[config.mk]
export PLATFORM = sky130hd
export DESIGN_NAME = fetch
export DESIGN_NICKNAME = d
export VERILOG_FILES = /design/src/rtl/chip8_pkg.sv /design/src/rtl/chip8_call_stack.sv /design/src/rtl/fetch.sv
export SDC_FILE = /design/constraint.sdc
export NUM_CORES = 1
export LEC_CHECK = 0
export BUFFER_PORTS_ARGS = -buffer_cell sky130_fd_sc_hd__buf_2
export CELL_PAD_IN_SITES_DETAIL_PLACEMENT = 1
export CELL_PAD_IN_SITES_GLOBAL_PLACEMENT = 1
export CORE_ASPECT_RATIO = 1.25
export CORE_MARGIN = 2
export CORE_UTILIZATION = 51
export DETAILED_ROUTE_END_ITERATION = 7
export PLACE_DENSITY_LB_ADDON = 0.1
export SKIP_CTS_REPAIR_TIMING = 1
export SLEW_MARGIN = 0
export SYNTH_ARGS = -nofsm -noshare
export SYNTH_HDL_FRONTEND = slang
export SYNTH_SLANG_ARGS = --single-unit
[constraint.sdc]
create_clock -name clk -period 4.4 [get_ports clk]
set_input_delay 0.22 -clock clk [delete_from_list [all_inputs] [get_ports clk]]
set_output_delay 0.22 -clock clk [all_outputs]
set_load 0.005 [all_outputs]
[src/rtl/chip8_pkg.sv]
// chip8_pkg -- shared definitions for the CHIP-8 front end.
//   PC_W             : program counter / program memory address width
//   RESET_PC_DEFAULT : address of the first instruction after reset
//   fetch_state_t    : instruction fetch FSM states
package chip8_pkg;

  localparam int PC_W = 12;

  localparam logic [PC_W-1:0] RESET_PC_DEFAULT = 12'h200;

  typedef enum logic [2:0] {
    FETCH_HI = 3'd0,
    WAIT_HI  = 3'd1,
    FETCH_LO = 3'd2,
    WAIT_LO  = 3'd3,
    HOLD     = 3'd4
  } fetch_state_t;

endpackage

[src/rtl/chip8_call_stack.sv]
// chip8_call_stack -- return-address LIFO for the fetch unit.
//   clk, rst   : clock, asynchronous active-high reset (clears sp only)
//   push       : store push_data at sp and increment sp (ignored when full)
//   pop        : decrement sp (ignored when empty)
//   push_data  : address to store
//   top_data   : most recently pushed address (entry sp-1)
//   sp         : number of valid entries, 0..STACK_DEPTH
//   full/empty : sp == STACK_DEPTH / sp == 0
// Overflow/underflow policy lives in the caller.
module chip8_call_stack
  import chip8_pkg::*;
#(
  parameter int STACK_DEPTH = 16,
  parameter int SP_W        = 5
) (
  input  logic            clk,
  input  logic            rst,
  input  logic            push,
  input  logic            pop,
  input  logic [PC_W-1:0] push_data,
  output logic [PC_W-1:0] top_data,
  output logic [SP_W-1:0] sp,
  output logic            full,
  output logic            empty
);

  localparam int IDX_W = (STACK_DEPTH > 1) ? $clog2(STACK_DEPTH) : 1;

  logic [PC_W-1:0]  entries [STACK_DEPTH];
  logic [IDX_W-1:0] wr_idx;
  logic [IDX_W-1:0] top_idx;

  assign full    = (sp == SP_W'(STACK_DEPTH));
  assign empty   = (sp == '0);
  assign wr_idx  = sp[IDX_W-1:0];
  // Wraps to the last entry when sp == STACK_DEPTH, which is the top there.
  assign top_idx = sp[IDX_W-1:0] - IDX_W'(1);
  assign top_data = entries[top_idx];

  always_ff @(posedge clk or posedge rst) begin
    if (rst) begin
      sp <= '0;
    end else if (push && !full) begin
      sp <= sp + SP_W'(1);
    end else if (pop && !empty) begin
      sp <= sp - SP_W'(1);
    end
  end

  // Storage is deliberately not reset; only sp defines which entries are live.
  always_ff @(posedge clk) begin
    if (push && !full) begin
      entries[wr_idx] <= push_data;
    end
  end

endmodule

[src/rtl/fetch.sv]
// fetch -- CHIP-8 instruction fetch unit.
// Reads two bytes (big-endian) from byte-wide program memory, presents the
// 16-bit instruction to decode with a valid/ready handshake, and applies the
// execute stage's next-PC command when the instruction is consumed.
//   clk, rst        : clock, asynchronous active-high reset
//   mem_addr/mem_rd : program memory byte address and one-cycle read strobe
//   mem_data/valid  : read response, accepted only while waiting for it
//   instr_out/valid : fetched instruction and its valid flag
//   instr_ready     : decode accepts instr_out
//   cmd_ret/call/jump/skip, cmd_addr : next-PC command, priority in that order
//   pc              : address of the current instruction
//   stack_err       : sticky call-stack overflow/underflow flag
module fetch
  import chip8_pkg::*;
#(
  parameter logic [PC_W-1:0] RESET_PC    = RESET_PC_DEFAULT,
  parameter int              STACK_DEPTH = 16,
  parameter int              SP_W        = 5
) (
  input  logic            clk,
  input  logic            rst,
  output logic [PC_W-1:0] mem_addr,
  output logic            mem_rd,
  input  logic [7:0]      mem_data,
  input  logic            mem_valid,
  output logic [15:0]     instr_out,
  output logic            instr_valid,
  input  logic            instr_ready,
  input  logic            cmd_jump,
  input  logic            cmd_call,
  input  logic            cmd_ret,
  input  logic            cmd_skip,
  input  logic [PC_W-1:0] cmd_addr,
  output logic [PC_W-1:0] pc,
  output logic            stack_err
);

  fetch_state_t    state;
  logic            consume;
  logic [PC_W-1:0] pc_plus2;
  logic [PC_W-1:0] next_pc;
  logic            want_push;
  logic            want_pop;
  logic            set_err;
  logic            pop_ok;

  logic [PC_W-1:0] stk_top;
  logic [SP_W-1:0] stk_sp;
  logic            stk_full;
  logic            stk_empty;

  assign consume  = (state == HOLD) && instr_ready;
  assign pc_plus2 = pc + PC_W'(2);
  assign pop_ok   = !stk_empty && (stk_sp != '0);

  // Next-PC selection: ret > call > jump > skip > sequential.
  always_comb begin
    next_pc   = pc_plus2;
    want_push = 1'b0;
    want_pop  = 1'b0;
    set_err   = 1'b0;
    if (cmd_ret) begin
      if (pop_ok) begin
        want_pop = 1'b1;
        next_pc  = stk_top;
      end else begin
        set_err  = 1'b1;
      end
    end else if (cmd_call) begin
      // The call target is taken even when the return address cannot be saved.
      next_pc = cmd_addr;
      if (stk_full) begin
        set_err   = 1'b1;
      end else begin
        want_push = 1'b1;
      end
    end else if (cmd_jump) begin
      next_pc = cmd_addr;
    end else if (cmd_skip) begin
      next_pc = pc + PC_W'(4);
    end
  end

  chip8_call_stack #(
    .STACK_DEPTH (STACK_DEPTH),
    .SP_W        (SP_W)
  ) u_stack (
    .clk       (clk),
    .rst       (rst),
    .push      (consume && want_push),
    .pop       (consume && want_pop),
    .push_data (pc_plus2),
    .top_data  (stk_top),
    .sp        (stk_sp),
    .full      (stk_full),
    .empty     (stk_empty)
  );

  always_ff @(posedge clk or posedge rst) begin
    if (rst) begin
      state       <= FETCH_HI;
      pc          <= RESET_PC;
      mem_rd      <= 1'b0;
      mem_addr    <= '0;
      instr_out   <= '0;
      instr_valid <= 1'b0;
      stack_err   <= 1'b0;
    end else begin
      case (state)
        // Two cycles: the first registers the (possibly just updated) pc onto
        // mem_addr and raises mem_rd, the second drops the strobe.
        FETCH_HI: begin
          if (!mem_rd) begin
            mem_rd   <= 1'b1;
            mem_addr <= pc;
          end else begin
            mem_rd   <= 1'b0;
            state    <= WAIT_HI;
          end
        end
        // The low-byte request is issued on the same edge the high byte lands,
        // so FETCH_LO already carries the strobe.
        WAIT_HI: begin
          if (mem_valid) begin
            instr_out[15:8] <= mem_data;
            mem_rd          <= 1'b1;
            mem_addr        <= pc + PC_W'(1);
            state           <= FETCH_LO;
          end
        end
        FETCH_LO: begin
          mem_rd <= 1'b0;
          state  <= WAIT_LO;
        end
        WAIT_LO: begin
          if (mem_valid) begin
            instr_out[7:0] <= mem_data;
            instr_valid    <= 1'b1;
            state          <= HOLD;
          end
        end
        HOLD: begin
          if (instr_ready) begin
            instr_valid <= 1'b0;
            pc          <= next_pc;
            if (set_err) begin
              stack_err <= 1'b1;
            end
            state       <= FETCH_HI;
          end
        end
        default: begin
          mem_rd <= 1'b0;
          state  <= FETCH_HI;
        end
      endcase
    end
  end

endmodule

Word-level counts from Yosys, hierarchy flattened
Memories as Yosys holds them, arrays and structs flattened.
Cells that the tools add are included.
- bits in registers: 51
- RAM bits: 192
- bits of input ports: 28
- output and inout port bits: 43
- memories: 1
- add/sub/neg operators: 6
- equality and inequality tests: 10
- multiplexer cells: 31
- bitwise operators: 1
- reduce and logical (&&, ||, !) cells: 23
- memory list (name ; words ; width ; rd ports ; clocked after memory_dff ; wr ports ; line ; text):
    u_stack.entries ; 16 ; 12 ; 1 ; 0 ; 1 ; chip8_call_stack.sv:29 ; logic [PC_W-1:0] entries [STACK_DEPTH];
- operator list (kind ; number):
    12-bit 2-to-1 mux ; 7
    12-bit case mux with 2 select lines ; 1
    3-bit case mux with 5 select lines ; 1
    1-bit 2-to-1 mux ; 14
    12-bit by 1-bit adder with 12-bit output, second input constant ; 1
    12-bit by 2-bit adder with 12-bit output, second input constant ; 1
    12-bit by 3-bit adder with 12-bit output, second input constant ; 1
    3-bit 2-to-1 mux ; 4
    5-bit 2-to-1 mux ; 2
    2-bit != test, second input constant ; 5
    3-bit AND reduction ; 3
    2-bit AND reduction ; 4
    3-bit by 2-bit equality test with 1-bit output, second input constant ; 2
    1-bit logical AND ; 6
    2-bit nonzero test ; 3
    5-bit by 1-bit adder with 5-bit output, second input constant ; 1
    5-bit equality test, second input constant ; 1
    5-bit zero test ; 1
    5-bit nonzero test ; 1
    5-bit by 1-bit subtractor with 5-bit output, second input constant ; 1
    4-bit AND reduction ; 1
    4-bit by 1-bit subtractor with 4-bit output, second input constant ; 1
    3-bit by 1-bit equality test with 1-bit output, second input constant ; 1
    3-bit equality test, second input constant ; 1
    other kinds (6) ; 7

Depth between registers and ports, before layout
- depth in word-level cells: 9
- mapped depth: 15

Modules after synthesis
Synthesis repeated with hierarchy kept, for this count alone.
- cell total of the unflattened synthesis: 772
- area total of the unflattened synthesis: 10802.9 um^2
- modules (own cells, without submodules) (module ; times used ; cells an instance ; area an instance (um^2) ; seq. area each (um^2)):
    chip8_call_stack ; 1 ; 469 ; 8006.4 ; 5890.6
    fetch ; 1 ; 303 ; 2796.4 ; 1152.4

Worst setup path after synthesis
Ideal clock, no wire load.
- kind: reg-to-reg
- from: register u_stack.sp[0]
- to: memory u_stack.entries[4][0], enable pin
- data arrival time: 2937 ps
- required time: 4004 ps
- setup slack: 1067 ps
- stages on the path, launching flop included: 12
- path buffers: 3
- cells stage by stage: dfrtp_1 -> buf_6 -> buf_8 -> buf_2 -> inv_1 -> ha_1 -> nor3b_1 -> a21oi_1 -> nand2_1 -> inv_1 -> nand2_1 -> nor3_1
- cells in the longest elaborated chain, start to end: 8
- elaborated cells between the ends (all ways): 9
- classes of those cells: eq/ne (1); mux (5); reduce/logical (3)
- ends and longest elaborated chain (item ; line ; text):
    start, declared ; chip8_call_stack.sv:22 ; output logic [SP_W-1:0] sp,
    start signal, assigned ; chip8_call_stack.sv:44 ; sp <= sp + SP_W'(1);
    start signal, assigned ; chip8_call_stack.sv:46 ; sp <= sp - SP_W'(1);
    5-bit equality test ; chip8_call_stack.sv:33 ; assign full = (sp == SP_W'(STACK_DEPTH));
    1-bit 2-to-1 mux ; fetch.sv:72 ; if (stk_full) begin
    1-bit 2-to-1 mux ; fetch.sv:69 ; end else if (cmd_call) begin
    1-bit 2-to-1 mux ; fetch.sv:62 ; if (cmd_ret) begin
    1-bit logical AND ; fetch.sv:90 ; .push (consume && want_push),
    1-bit logical AND ; chip8_call_stack.sv:52 ; if (push && !full) begin
    1-bit 2-to-1 mux ; chip8_call_stack.sv:52 ;
    1-bit 2-to-1 mux (not written as such) ; chip8_call_stack.sv:53 ; entries[wr_idx] <= push_data;
    end, declared ; chip8_call_stack.sv:29 ;
Several ways; a longest one is shown, not always the timed one.

Worst setup path in the final report
- from: register u_stack.sp[0]
- to: register pc[3]
- elaborated cells between the ends (all ways): 8
- classes of those cells: add/sub (1); mux (2); reduce/logical (4); memory (1)
- RTL lines (item ; line ; text):
    4-bit by 1-bit subtractor with 4-bit output ; chip8_call_stack.sv:37 ; assign top_idx = sp[IDX_W-1:0] - IDX_W'(1);
    via u_stack.top_idx[0] ; chip8_call_stack.sv:31 ; logic [IDX_W-1:0] top_idx;
    memory read 16 x 12 bit ; -- ;
    12-bit 2-to-1 mux ; fetch.sv:63 ; if (pop_ok) begin
    12-bit 2-to-1 mux ; fetch.sv:62 ;
    end signal, assigned ; fetch.sv:145 ; pc <= next_pc;
    end, declared ; fetch.sv:34 ; output logic [PC_W-1:0] pc,
The timed path passes the listed nets, and every way through them passes these cells.
A chain may end at the register's enable or synchronous reset.

==> out/metrics.yaml <==
ys_seq_area_frac: 0.666
tightest_slew_ns: 1.42
max_cap_violations: 0
slew_headroom: 0.0474
worst-setup-path-type: "flip-flop to flip-flop"
synth_fp_nets: 692
clockRootBuffer: "clkbuf_16"
insertedDiodeCount: 0
clk_pin_slew_ns: 0.07
worstPathArrival_ns: 3.85
grt_pass1_vias: 6659
grt_usage: 0.246
synth_warnings: 0
crit_path_end_kind: "flip-flop"
die_h_microns: 165
clock-sinks: 243
dp_cells: 969
synthesis.area_sq_um: 10600
clk_latency_ns: 0.52
start_util: 0.522
holdCritPathClass: "primary input to asynchronous set/reset pin"
p_per_area_nw_per_um2: 684
nNetsFinal: 778
via_count: 6131
drtIter0Drc: 374
power.static_leakage_nw: 4.36
viasPerCell: 5.98
yosysTopAreaCell: "edfxtp_1"
place_area_sq_um: 11200
htree_num_levels: 1
cp_max_fo: 40
finalCritPeriodShare: 0.788
drv_slew: 0
cts_tree: "built"
grt_overflow: 0
peakVddDrop_mv: 0.389
post_drt_wl_per_cell_microns: 25.7
antenna_found_initial: 0
min_period_ns: 3.47
pin_count: 71
drive_gt1_frac: 0.261
synth_async_sr_flop_share: 0.210
fp-row-count: 58
place_hpwl_microns: 17200
place.gp.congestion: 0.806
synth.avg_cell_area_sq_um: 16.2
wl_microns: 26300
cts_buffer_depth: 3
netlist_instances: 651
core_sq_um: 20200
start_kind: "flip-flop"
rsz0062_at_grt: "false"
syn_to_final_growth_pct: 14.1
r2r_slack_ns: 0.93
die_area_sq_um: 21900
synthTopCellsByArea: "edfxtp_1 55%, dfrtp_1 12%, mux4_2 8.7%"
synthFlopType: "edfxtp_1"
clock_skew_ns: 0.0126
drtAntennaViolNets: 0
finalHoldWorstSlack_ns: -0.0326
status: "finished with violations"
die_x_microns: 133
cts_buffers: 25
post-synth-top-count-cell: "edfxtp_1"
synth_common_cells: "192 x edfxtp_1, 50 x dfrtp_1, 45 x nor2_1"
ys_types: 61
crit_required_ns: 4.79
final_area_sq_um: 12100
violations: "hold timing"
setup_violations: 0
grt_max_degree: 52
r2r_end: "pc[3]$_DFFE_PP0N_"
r2r-start: "u_stack.sp[0]$_DFFE_PP0P_"
fin_setup_tns_ns: 0
r2r_cells: 7
drt_pass1_iterations: 6
synth_top_area_frac: 0.546
instances_no_fill: 1025
synth_seq_cells: 243
hold_violations: 42
drc: 0
synth-edff-count: 192
portBuffers: 70
fmaxAchievable_mhz: 288
grt_pass1_wl_microns: 40100
-- registers in the layout, indices dropped and copies added (netlist names) --
register and flops:
u_stack.entries 192, state 3, instr_out 16, mem_addr 12
pc 12, u_stack.sp 5, mem_rd 1, instr_valid 1
stack_err 1
-- area by class of cell --
cell class / count / area [sq um]
Inverter: 14 / 52.6
Tap cell: 270 / 338
Sequential cell: 243 / 7040
Timing Repair Buffer: 96 / 571
Fill cell: 1902 / 8190
Multi-Input combinational cell: 357 / 3290
Clock buffer: 29 / 641
Clock inverter: 16 / 119
-- cells in the final DEF (no fill, tap or decap), types with 5 or more instances in the layout --
cell type / instances
buf_2: 70
mux4_1: 9
a21oi_1: 18
dfrtp_1: 49
buf_4: 16
mux4_2: 41
and3_1: 5
o21ai_0: 23
nor3_1: 11
clkinv_1: 5
nand2_1: 34
inv_1: 13
xnor2_1: 20
mux2_2: 16
a21o_1: 5
mux2i_1: 27
xor2_1: 7
and2_1: 7
edfxtp_1: 192
nor2_1: 45
dlygate4sd3_1: 10
clkbuf_16: 25
ha_1: 11
nand3_1: 9
-- power by group --
group | leakage, nW | internal, mW | switching, mW
clock network | 0.369 | 1.11 | 0.868
registers | 2.35 | 3.01 | 0.357
logic | 1.63 | 1.28 | 1.63
total | 4.36 | 5.39 | 2.86
-- through the flow --
stage,worst slack (ns),utilization,hold slack (ns),power [mW]
after global placement,1.00,0.552,0.443,6.20
after floorplan,1.07,-,0.319,5.35
after CTS,0.897,0.590,-0.0899,8.30
after global routing,0.637,0.596,0.0411,8.65
final,0.933,0.596,-0.0326,8.25
after detailed placement,0.949,0.552,0.450,6.32
-- layer usage --
layer / up-vias / GRT usage / wire (microns)
met5: - / 0 / 0
met1: 3180 / 0.305 / 10600
li1: 2699 / - / -
met2: 191 / 0.441 / 13700
met3: 61 / 0.0359 / 1130
met4: 0 / 0.0948 / 926
-- how the worst max path moves through the flow --
stage / from / end / slack, ns / depth (start not counted)
6_report: u_stack.sp[0]$_DFFE_PP0P_ / pc[3]$_DFFE_PP0N_ / 0.93 / 7
2_1_floorplan: u_stack.sp[0]$_DFFE_PP0P_ / u_stack.entries[4][0]$_DFFE_PP_ / 1.07 / 11
3_5_place_dp: u_stack.sp[0]$_DFFE_PP0P_ / pc[5]$_DFFE_PP0N_ / 0.95 / 8
4_1_cts: u_stack.sp[0]$_DFFE_PP0P_ / pc[3]$_DFFE_PP0N_ / 0.90 / 7
5_1_grt: u_stack.sp[0]$_DFFE_PP0P_ / pc[3]$_DFFE_PP0N_ / 0.64 / 7
3_3_place_gp: u_stack.sp[0]$_DFFE_PP0P_ / pc[5]$_DFFE_PP0N_ / 1.00 / 8
-- critical path: stages (launching register included) --
cell and delay, ns:
dfrtp_2 0.66, inv_1 0.25, ha_2 1.10, mux4_1 0.42
mux2i_1 0.27, o22ai_1 0.12, a2111oi_1 0.39, nor2_1 0.08
-- logic make-up (layout without fill, tap and decap cells) --
| kind of cell | count (synthesis) | count (layout) | share of synthesized area |
|---|---|---|---|
| XOR/XNOR | 29 | 29 | 0.0247 |
| flip-flops | 243 | 243 | 0.666 |
| multiplexers | 93 | 93 | 0.152 |
| adder cells (fa/ha/maj) | 13 | 13 | 0.0161 |
| AND/OR/NAND/NOR | 143 | 143 | 0.0677 |
| AO/OA/AOI/OAI | 79 | 79 | 0.0479 |
| buffers and inverters | 51 | 155 | 0.0247 |
Power figures use the tool's default switching activity.
